### src/rtl/capp_pkg.sv
// ============================================================================
// capp_pkg : shared types and defaults for the CAPP multiple-response resolver
// Revision : 1.0
// ============================================================================
`default_nettype none

package capp_pkg;

    localparam int CAPP_NWORDS = 100;

    typedef enum logic [1:0] {
        CMD_CLEAR = 2'b00,
        CMD_LOAD  = 2'b01,
        CMD_AND   = 2'b10,
        CMD_ENUM  = 2'b11
    } cmd_e;

    typedef enum logic [1:0] {
        ST_IDLE   = 2'b00,
        ST_SAMPLE = 2'b01,
        ST_ENUM   = 2'b10
    } state_e;

endpackage : capp_pkg

`default_nettype wire

### src/rtl/capp_prio_enc.sv
// ============================================================================
// capp_prio_enc : combinational lowest-set-bit encoder with found flag
// Revision      : 1.0
// ============================================================================
`default_nettype none

module capp_prio_enc #(
    parameter int N     = 100,
    parameter int IDX_W = $clog2(N)
) (
    input  logic [N-1:0]     vec,
    output logic [IDX_W-1:0] idx,
    output logic             found
);

    // Scan high to low so the last hit written is the lowest index.
    always_comb begin
        idx = '0;
        for (int i = N - 1; i >= 0; i--) begin
            if (vec[i]) begin
                idx = IDX_W'(i);
            end
        end
    end

    assign found = |vec;

endmodule : capp_prio_enc

`default_nettype wire

### src/rtl/capp_response_resolver.sv
// ============================================================================
// capp_response_resolver : responder tag register with LOAD/AND intersection
//                          and destructive lowest-first enumeration stream.
// Optional: CAPP_RESP_COUNT_EN adds the resp_count popcount register/port.
// Revision : 1.0
// ============================================================================
`default_nettype none

module capp_response_resolver
    import capp_pkg::*;
#(
    parameter int NWORDS = CAPP_NWORDS,
    parameter int IDX_W  = $clog2(NWORDS),
    parameter int CNT_W  = $clog2(NWORDS + 1)
) (
    input  logic              clk,
    input  logic              rst_n,
    input  logic [NWORDS-1:0] mismatch_lines,
    input  logic              cmd_valid,
    input  logic [1:0]        cmd,
    output logic              cmd_ready,
    output logic              out_valid,
    output logic [IDX_W-1:0]  out_idx,
    input  logic              out_ready,
    output logic              done,
    output logic              any_resp,
    output logic [IDX_W-1:0]  first_idx
`ifdef CAPP_RESP_COUNT_EN
    ,
    output logic [CNT_W-1:0]  resp_count
`endif
);

    localparam logic [NWORDS-1:0] LSB_ONE = {{(NWORDS-1){1'b0}}, 1'b1};

    state_e              state, state_nxt;
    logic                op_and, op_and_nxt;
    logic [NWORDS-1:0]   tags, tags_nxt;
    logic [IDX_W-1:0]    low_idx;
    logic                low_found;

    capp_prio_enc #(
        .N     (NWORDS),
        .IDX_W (IDX_W)
    ) u_prio_enc (
        .vec   (tags),
        .idx   (low_idx),
        .found (low_found)
    );

    assign out_idx   = low_idx;
    assign first_idx = low_idx;
    assign any_resp  = low_found;

    always_ff @(posedge clk or negedge rst_n) begin
        if (!rst_n) begin
            state  <= ST_IDLE;
            op_and <= 1'b0;
            tags   <= '0;
        end else begin
            state  <= state_nxt;
            op_and <= op_and_nxt;
            tags   <= tags_nxt;
        end
    end

    always_comb begin
        state_nxt  = state;
        op_and_nxt = op_and;
        tags_nxt   = tags;
        cmd_ready  = 1'b0;
        out_valid  = 1'b0;
        done       = 1'b0;

        case (state)
            ST_IDLE: begin
                cmd_ready = 1'b1;
                if (cmd_valid) begin
                    case (cmd_e'(cmd))
                        CMD_CLEAR: tags_nxt = '0;
                        CMD_LOAD: begin
                            state_nxt  = ST_SAMPLE;
                            op_and_nxt = 1'b0;
                        end
                        CMD_AND: begin
                            state_nxt  = ST_SAMPLE;
                            op_and_nxt = 1'b1;
                        end
                        CMD_ENUM:  state_nxt = ST_ENUM;
                        default:   state_nxt = ST_IDLE;
                    endcase
                end
            end

            // Cell array compare has settled by the end of this cycle.
            ST_SAMPLE: begin
                tags_nxt  = op_and ? (tags & ~mismatch_lines) : ~mismatch_lines;
                state_nxt = ST_IDLE;
            end

            ST_ENUM: begin
                if (low_found) begin
                    out_valid = 1'b1;
                    if (out_ready) begin
                        // x & (x-1) drops exactly the lowest set bit.
                        tags_nxt = tags & (tags - LSB_ONE);
                    end
                end else begin
                    done      = 1'b1;
                    state_nxt = ST_IDLE;
                end
            end

            default: state_nxt = ST_IDLE;
        endcase
    end

`ifdef CAPP_RESP_COUNT_EN
    logic [CNT_W-1:0] cnt, cnt_nxt, pop_nxt;

    always_comb begin
        pop_nxt = '0;
        for (int i = 0; i < NWORDS; i++) begin
            pop_nxt = pop_nxt + CNT_W'(tags_nxt[i]);
        end
    end

    always_comb begin
        cnt_nxt = cnt;
        if (state == ST_SAMPLE) begin
            cnt_nxt = pop_nxt;
        end else if (out_valid && out_ready) begin
            cnt_nxt = cnt - CNT_W'(1);
        end else if ((state == ST_IDLE) && cmd_valid && (cmd_e'(cmd) == CMD_CLEAR)) begin
            cnt_nxt = '0;
        end
    end

    always_ff @(posedge clk or negedge rst_n) begin
        if (!rst_n) begin
            cnt <= '0;
        end else begin
            cnt <= cnt_nxt;
        end
    end

    assign resp_count = cnt;
`endif

endmodule : capp_response_resolver

`default_nettype wire

### config.mk
export PLATFORM = sky130hd
export DESIGN_NAME = capp_response_resolver
export DESIGN_NICKNAME = d
export VERILOG_FILES = /design/src/rtl/capp_pkg.sv /design/src/rtl/capp_prio_enc.sv /design/src/rtl/capp_response_resolver.sv
export SDC_FILE = /design/constraint.sdc
export NUM_CORES = 1
export LEC_CHECK = 0
export ABC_AREA = 1
export CORE_ASPECT_RATIO = 0.7
export CORE_MARGIN = 2
export CORE_UTILIZATION = 25
export DETAILED_ROUTE_END_ITERATION = 6
export PLACE_DENSITY_LB_ADDON = 0.12
export SETUP_SLACK_MARGIN = 0.15
export SLEW_MARGIN = 15
export SYNTH_ARGS = -nofsm -noshare
export SYNTH_HDL_FRONTEND = slang
export SYNTH_SLANG_ARGS = --single-unit
### constraint.sdc
create_clock -name clk -period 5.9 [get_ports clk]
set_clock_uncertainty 0.1 [all_clocks]
set_input_delay 1.18 -clock clk [delete_from_list [all_inputs] [get_ports clk]]
set_output_delay 1.18 -clock clk [all_outputs]
set_load 0.03 [all_outputs]
==> results of run 1 <==
## worst paths after layout
kind | cells past startpoint | start | slack (ns) | endpoint
worst max-delay path | 100 | tags[98] | -1.37 | first_idx[0]
worst min-delay path | 2 | tags[76] | 0.48 | tags[76]
worst max register to register | 24 | tags[0] | 0.69 | tags[93]
worst min register to register | 2 | tags[76] | 0.48 | tags[76]
max in group asynchronous | 2 | rst_n | 3.70 | tags[65]
min in group asynchronous | 1 | rst_n | 0.86 | state[0]
## cells by family (layout without fill, tap and decap cells)
group	Yosys count	count (layout)	synth area share [%]
compound gates	365	365	27.68
buf+inv	336	473	19.33
simple gates	425	425	20.86
flops	103	103	31.23
fa+ha+maj	6	6	0.9095
## routing by layer
metal,GRT usage [%],vias to the layer above
li1,-,4442
met5,0,-
met2,25.80,202
met4,3.036,0
met1,29.78,4179
met3,2.938,11
## worst min-delay path, cell delays in order (launching register included)
cell and delay [ns]:
dfrtp_1 0.39, inv_2 0.07, o22ai_1 0.08
## through the flow
step / utilization [%] / instance area [sq um] / TNS, ns / cells
2_1_floorplan: - / 8268 / -0.5814 / 1235
3_3_place_gp: 31.54 / 10220 / -2.057 / 1780
3_5_place_dp: 31.54 / 10220 / -2.066 / 1780
4_1_cts: 32.56 / 10550 / -2.904 / 1797
5_1_grt: 32.75 / 10610 / -5.277 / 1799
6_report: 32.75 / 10610 / -2.743 / 1799
## registers in the layout (all words and copies together) (netlist names)
signal,count
state,2
op_and,1
tags,100
## cell type report
cell class | instances | area share (%)
inverter | 275 | 12.63
timing repair buffer | 182 | 15.95
clock buffer | 10 | 2.157
clock inverter | 6 | 0.8016
tap | 427 | 5.034
multi-input combinational | 796 | 39.14
sequential | 103 | 24.30
## what timing repair did
item | CTS | global route
hold endpoints to repair | 0 | 0
gates resized for setup | 5 | 23
setup buffers | 1 | 2
setup endpoints to repair | 4 | 4
pin swaps | 1 | 24
gates cloned | 0 | 0
## cells in the final DEF (no fill, tap or decap), types with 17 or more instances in the layout
cell type / n
a21oi_1: 139
inv_2: 88
a32oi_1: 62
o21ai_1: 17
buf_4: 58
nor2_1: 216
clkdlybuf4s50_1: 118
nand2_1: 129
inv_1: 148
nor3_1: 32
dfrtp_1: 102
o22ai_1: 99
bufinv_8: 19
==> flow_summary.json, run 1 <==
{
  "cts_made_buffers": 9,
  "yosys.area.top_type": "dfrtp_1",
  "grt_first_pass_wirelength_microns": 49930,
  "drtAntennaViolNets": 0,
  "maxSlewHeadroom_pct": 32.23,
  "fin_nets": 1479,
  "synth_seq_area_share_pct": 31.23,
  "fill_cells": 3522,
  "numPortBuffers": 123,
  "die_area_sq_um": 34510,
  "wl_met3_microns": 1454,
  "place_ws_ns": -1.033,
  "violations": "setup timing",
  "routabilityCongestion": 0.8085,
  "insertion_delay_ns": 0.37,
  "synth_nets": 1347,
  "ys.warnings.count": 0,
  "antenna_cells": 0,
  "dpl.hpwl_microns": 23170,
  "grt_setup_unrepaired": "yes",
  "critical_path.max_stage_delay_ns": 0.39,
  "cts_tree": "yes",
  "synth_cells": 1235,
  "synth.most_common_cell": "nor2_1",
  "clockRootBuffer": "clkbuf_16",
  "setup_viol": 2,
  "hp-class": "register to register",
  "grt_use_total_pct": 18.60,
  "tightest_slew_ns": 1.017,
  "coreArea_sq_um": 32410,
  "drt-met1-wl_microns": 17770,
  "viasPerCell": 4.911,
  "grt_pass1_vias": 8467,
  "critPathMostFrequentCell": "nand2_1",
  "ys_ff_latch": 103,
  "ff_latch_area_sq_um": 2579,
  "layout_min_cycle_time_ns": 7.272,
  "cpLargestDelayFamily": "simple AND/OR/NAND/NOR gates",
  "hold_viol": 0,
  "cts_hold_buffers": 0,
  "grt_max_degree": 74,
  "yosys-top-cells-count": "nor2_1, inv_1, a21oi_1",
  "crit_slowest_cell": "dfrtp_1",
  "maxUsedRoutingLayer": "met4",
  "die_h_microns": 156.0,
  "drive_above_1_share_pct": 15.82,
  "synthTopCellsByArea": "dfrtp_1, nor2_1, a21oi_1",
  "wl_microns": 32250,
  "ys.flop_type": "dfrtp_1",
  "num_rows": 55,
  "slew_viol_final": 0,
  "drv_cap": 0,
  "cp.required_ns": 4.62,
  "cts.sink_count": 103,
  "drcViolationCount": 0,
  "clockBufferDepth": 2,
  "cp-start-kind": "register",
  "multi_input_area_sq_um": 4154,
  "status": "finished, violations left",
  "dr_total_vias": 8834,
  "postSynthAreaPerCell_sq_um": 6.684,
  "dr_wl_met2_microns": 12780,
  "synth_top_area_share_pct": 31.23,
  "first_iter_violations": 703,
  "die_w_microns": 221.2,
  "finalWorstSetupSlack_ns": -1.372,
  "syn_area_sq_um": 8254,
  "crit_arrival_ns": 5.99,
  "ys_types": 35,
  "synth_edf_count": 0,
  "path_buf_inv": 2,
  "worstSetupEndpointType": "primary output",
  "antenna_found_initial": 0,
  "cp_max_fo": 2,
  "routedWlPerCell_microns": 17.93,
  "drtPass1Iterations": 4,
  "period_share_pct": 123.2,
  "fmax_ghz": 0.1375,
  "ys_async_sr_fraction_pct": 100.0,
  "critPathKind": "register to primary output",
  "syn_to_final_growth_pct": 28.59,
  "grt-ovfl-total": 0,
  "clk_pin_slew_ns": 0.08,
  "ioPinCount": 124,
  "cts_max_level": 3,
  "hold_ws_ns": 0.4842,
  "start_util_pct": 25.47
}
Power of run 1 is not shown: default switching activity piles up to over one toggle a cycle in this logic, so the estimate is an artifact.
==> run 2: changes to the inputs <==
- SYNTH_HIERARCHICAL: unset -> 1
==> run 2 against run 1 <==
The flow still finishes with violations (setup timing). Die area is 16% higher. Global-route usage is 3.2 points higher. Final cell count increased by 31%. Core utilization down 1.3 points. Largest cell class unchanged. Critical endpoint is now out_idx[0].
==> flow_summary.json, run 2 <==
{
  "synth_top_area_share_pct": 26.89,
  "grt_setup_unrepaired": "yes",
  "clockBufferDepth": 2,
  "yosys-top-cells-count": "nand2_1, nor2_1, inv_1",
  "maxSlewHeadroom_pct": 41.89,
  "cp_max_fo": 2,
  "largest_register_ffs": 100,
  "utilization_pct": 31.41,
  "cts.sink_count": 103,
  "hold_viol": 0,
  "hp-class": "register to register",
  "drtPass1Iterations": 6,
  "status": "finished, violations left",
  "synth_simple_gate_area_share_pct": 48.45,
  "synth_seq_area_share_pct": 26.89,
  "layout_commonest_cell": "nand2_1",
  "ff_latch_area_sq_um": 2577,
  "grt_pass1_vias": 10420,
  "layout_min_cycle_time_ns": 7.216,
  "synthAdderAreaFrac_pct": 0.7832,
  "synth_xor_xnor_area_share_pct": 0,
  "synth_edf_count": 0,
  "coreArea_sq_um": 37500,
  "antenna_cells": 0,
  "postSynthAreaPerCell_sq_um": 5.493,
  "syn_to_final_growth_pct": 22.87,
  "reg.largest.list": "tags (100), state (2), op_and (1)",
  "top_register": "tags",
  "synth_nets": 1857,
  "ys.flop_type": "dfrtp_1",
  "wl_microns": 42800,
  "ys_async_sr_fraction_pct": 100.0,
  "synth_top_family_by_area": "simple AND/OR/NAND/NOR gates",
  "setup_viol": 2,
  "cts_setup_buffers": 0,
  "insertion_delay_ns": 0.38,
  "fmax_ghz": 0.1386,
  "tightest_slew_ns": 0.8717,
  "cts_tree": "yes",
  "finalWorstSetupSlack_ns": -1.316,
  "dpl.hpwl_microns": 33470,
  "viasPerCell": 4.813,
  "synth.most_common_cell": "nand2_1",
  "start_util_pct": 25.56,
  "die_w_microns": 238.0,
  "die_area_sq_um": 39950,
  "ys_ff_latch": 103,
  "ioPinCount": 124,
  "synthMuxAreaShare_pct": 0,
  "dr_total_vias": 11320,
  "critPathKind": "register to primary output",
  "drv_cap": 0,
  "cts_made_buffers": 9,
  "clockRootBuffer": "clkbuf_16",
  "grt_use_total_pct": 21.80,
  "grt-ovfl-total": 0,
  "num_rows": 59,
  "placed_cell_area_sq_um": 11450,
  "clk_pin_slew_ns": 0.07,
  "yosys.area.top_type": "dfrtp_1",
  "period_share_pct": 122.3,
  "mostFrequentLayoutCells": "nand2_1, nor2_1, inv_1, clkdlybuf4s50_1, dfrtp_1",
  "crit_slowest_cell": "dfrtp_1",
  "syn_area_sq_um": 9585,
  "routabilityCongestion": 0.9376,
  "drcViolationCount": 0,
  "cts_hold_buffers": 0,
  "grt_max_degree": 68,
  "ys.warnings.count": 6,
  "slew_viol_final": 0,
  "numPortBuffers": 123,
  "grt_first_pass_wirelength_microns": 65580,
  "cp-start-kind": "register",
  "final_area_sq_um": 11780,
  "routedWlPerCell_microns": 18.20,
  "multi_input_area_sq_um": 6022,
  "violations": "setup timing",
  "worstSetupEndpointType": "primary output",
  "critical_path.max_stage_delay_ns": 0.38,
  "critPathMostFrequentCell": "nand2_1",
  "first_iter_violations": 1136,
  "synth_cells": 1745,
  "crit_arrival_ns": 5.94,
  "ys_types": 40,
  "drive_above_1_share_pct": 6.009,
  "place_ws_ns": -0.9418,
  "fin_nets": 1972,
  "synth_compound_area_share_pct": 13.18,
  "fill_cells": 4233,
  "cp.required_ns": 4.62,
  "antenna_found_initial": 1,
  "drtAntennaViolNets": 0,
  "synthTopCellsByArea": "dfrtp_1, nand2_1, nor2_1",
  "cts_max_level": 3,
  "die_h_microns": 167.8
}
==> run 2: changes by cell type in the layout (fill, tap and decap cells not counted), sizes merged, moves of 17 or more <==
cell and delta:
nand3 +52, nor3 -21, o21ai +84, inv -47, o21bai +18, buf -19
a21oi -108, o22ai -86, a32oi -60, nand2 +561, bufinv -20, nor2 +153
clkinv -17
==> run 2: final timing paths <==
kind	to	slack, ns	depth (start not counted)	startpoint
min in group asynchronous	tags[13]	0.73	1	rst_n
max	out_idx[0]	-1.32	100	tags[98]
max in group asynchronous	tags[66]	3.75	2	rst_n
min reg2reg	tags[99]	0.51	3	tags[99]
max reg2reg	tags[30]	1.44	14	tags[3]
min	tags[99]	0.51	3	tags[99]
==> run 2: cell families (layout without fill, tap and decap cells) <==
group,Yosys count,after routing
AO/OA/AOI/OAI,221,221
adder cells (fa/ha/maj),6,6
buffers and inverters,250,369
flip-flops,103,103
AND/OR/NAND/NOR,1165,1165
==> run 2: layer usage <==
metal / up-vias / track usage (%) / share of wire [%]
li1: 5653 / - / -
met1: 5276 / 36.32 / 54
met5: - / 0 / 0.030
met3: 24 / 3.640 / 7.6
met2: 364 / 28.29 / 37
met4: 2 / 4.076 / 0.96
==> run 2: area by class of cell <==
type	instances	share of cell area, %
clock inverter	5	0.4781
clock buffer	10	2.029
tap	488	5.184
timing repair buffer	163	13.07
inverter	191	6.225
multi-input combinational	1392	51.13
sequential	103	21.88
==> run 2: critical path, delay by kind of cell, from the launching register on <==
kind	cells	cell delay, ns
buffers and inverters	2	0.20
AND/OR/NAND/NOR	97	4.78
AO/OA/AOI/OAI	1	0.17
flip-flops	1	0.38
==> run 2: what timing repair did <==
| item | 4_1_cts | 5_1_grt |
|---|---|---|
| pin swaps | 1 | 3 |
| endpoints found under the hold margin | 0 | 0 |
| gates resized for setup | 17 | 4 |
| setup endpoints to repair | 4 | 4 |
==> run 2: per-stage QoR <==
stage | hold WS, ns | setup TNS [ns] | cells
2_1_floorplan | 0.4085 | -0.5460 | 1745
3_3_place_gp | 0.4906 | -1.970 | 2336
3_5_place_dp | 0.4874 | -1.883 | 2336
4_1_cts | 0.5042 | -2.736 | 2351
5_1_grt | 0.5487 | -5.321 | 2352
6_report | 0.5105 | -2.631 | 2352
Power of run 2 is left out for the same reason.
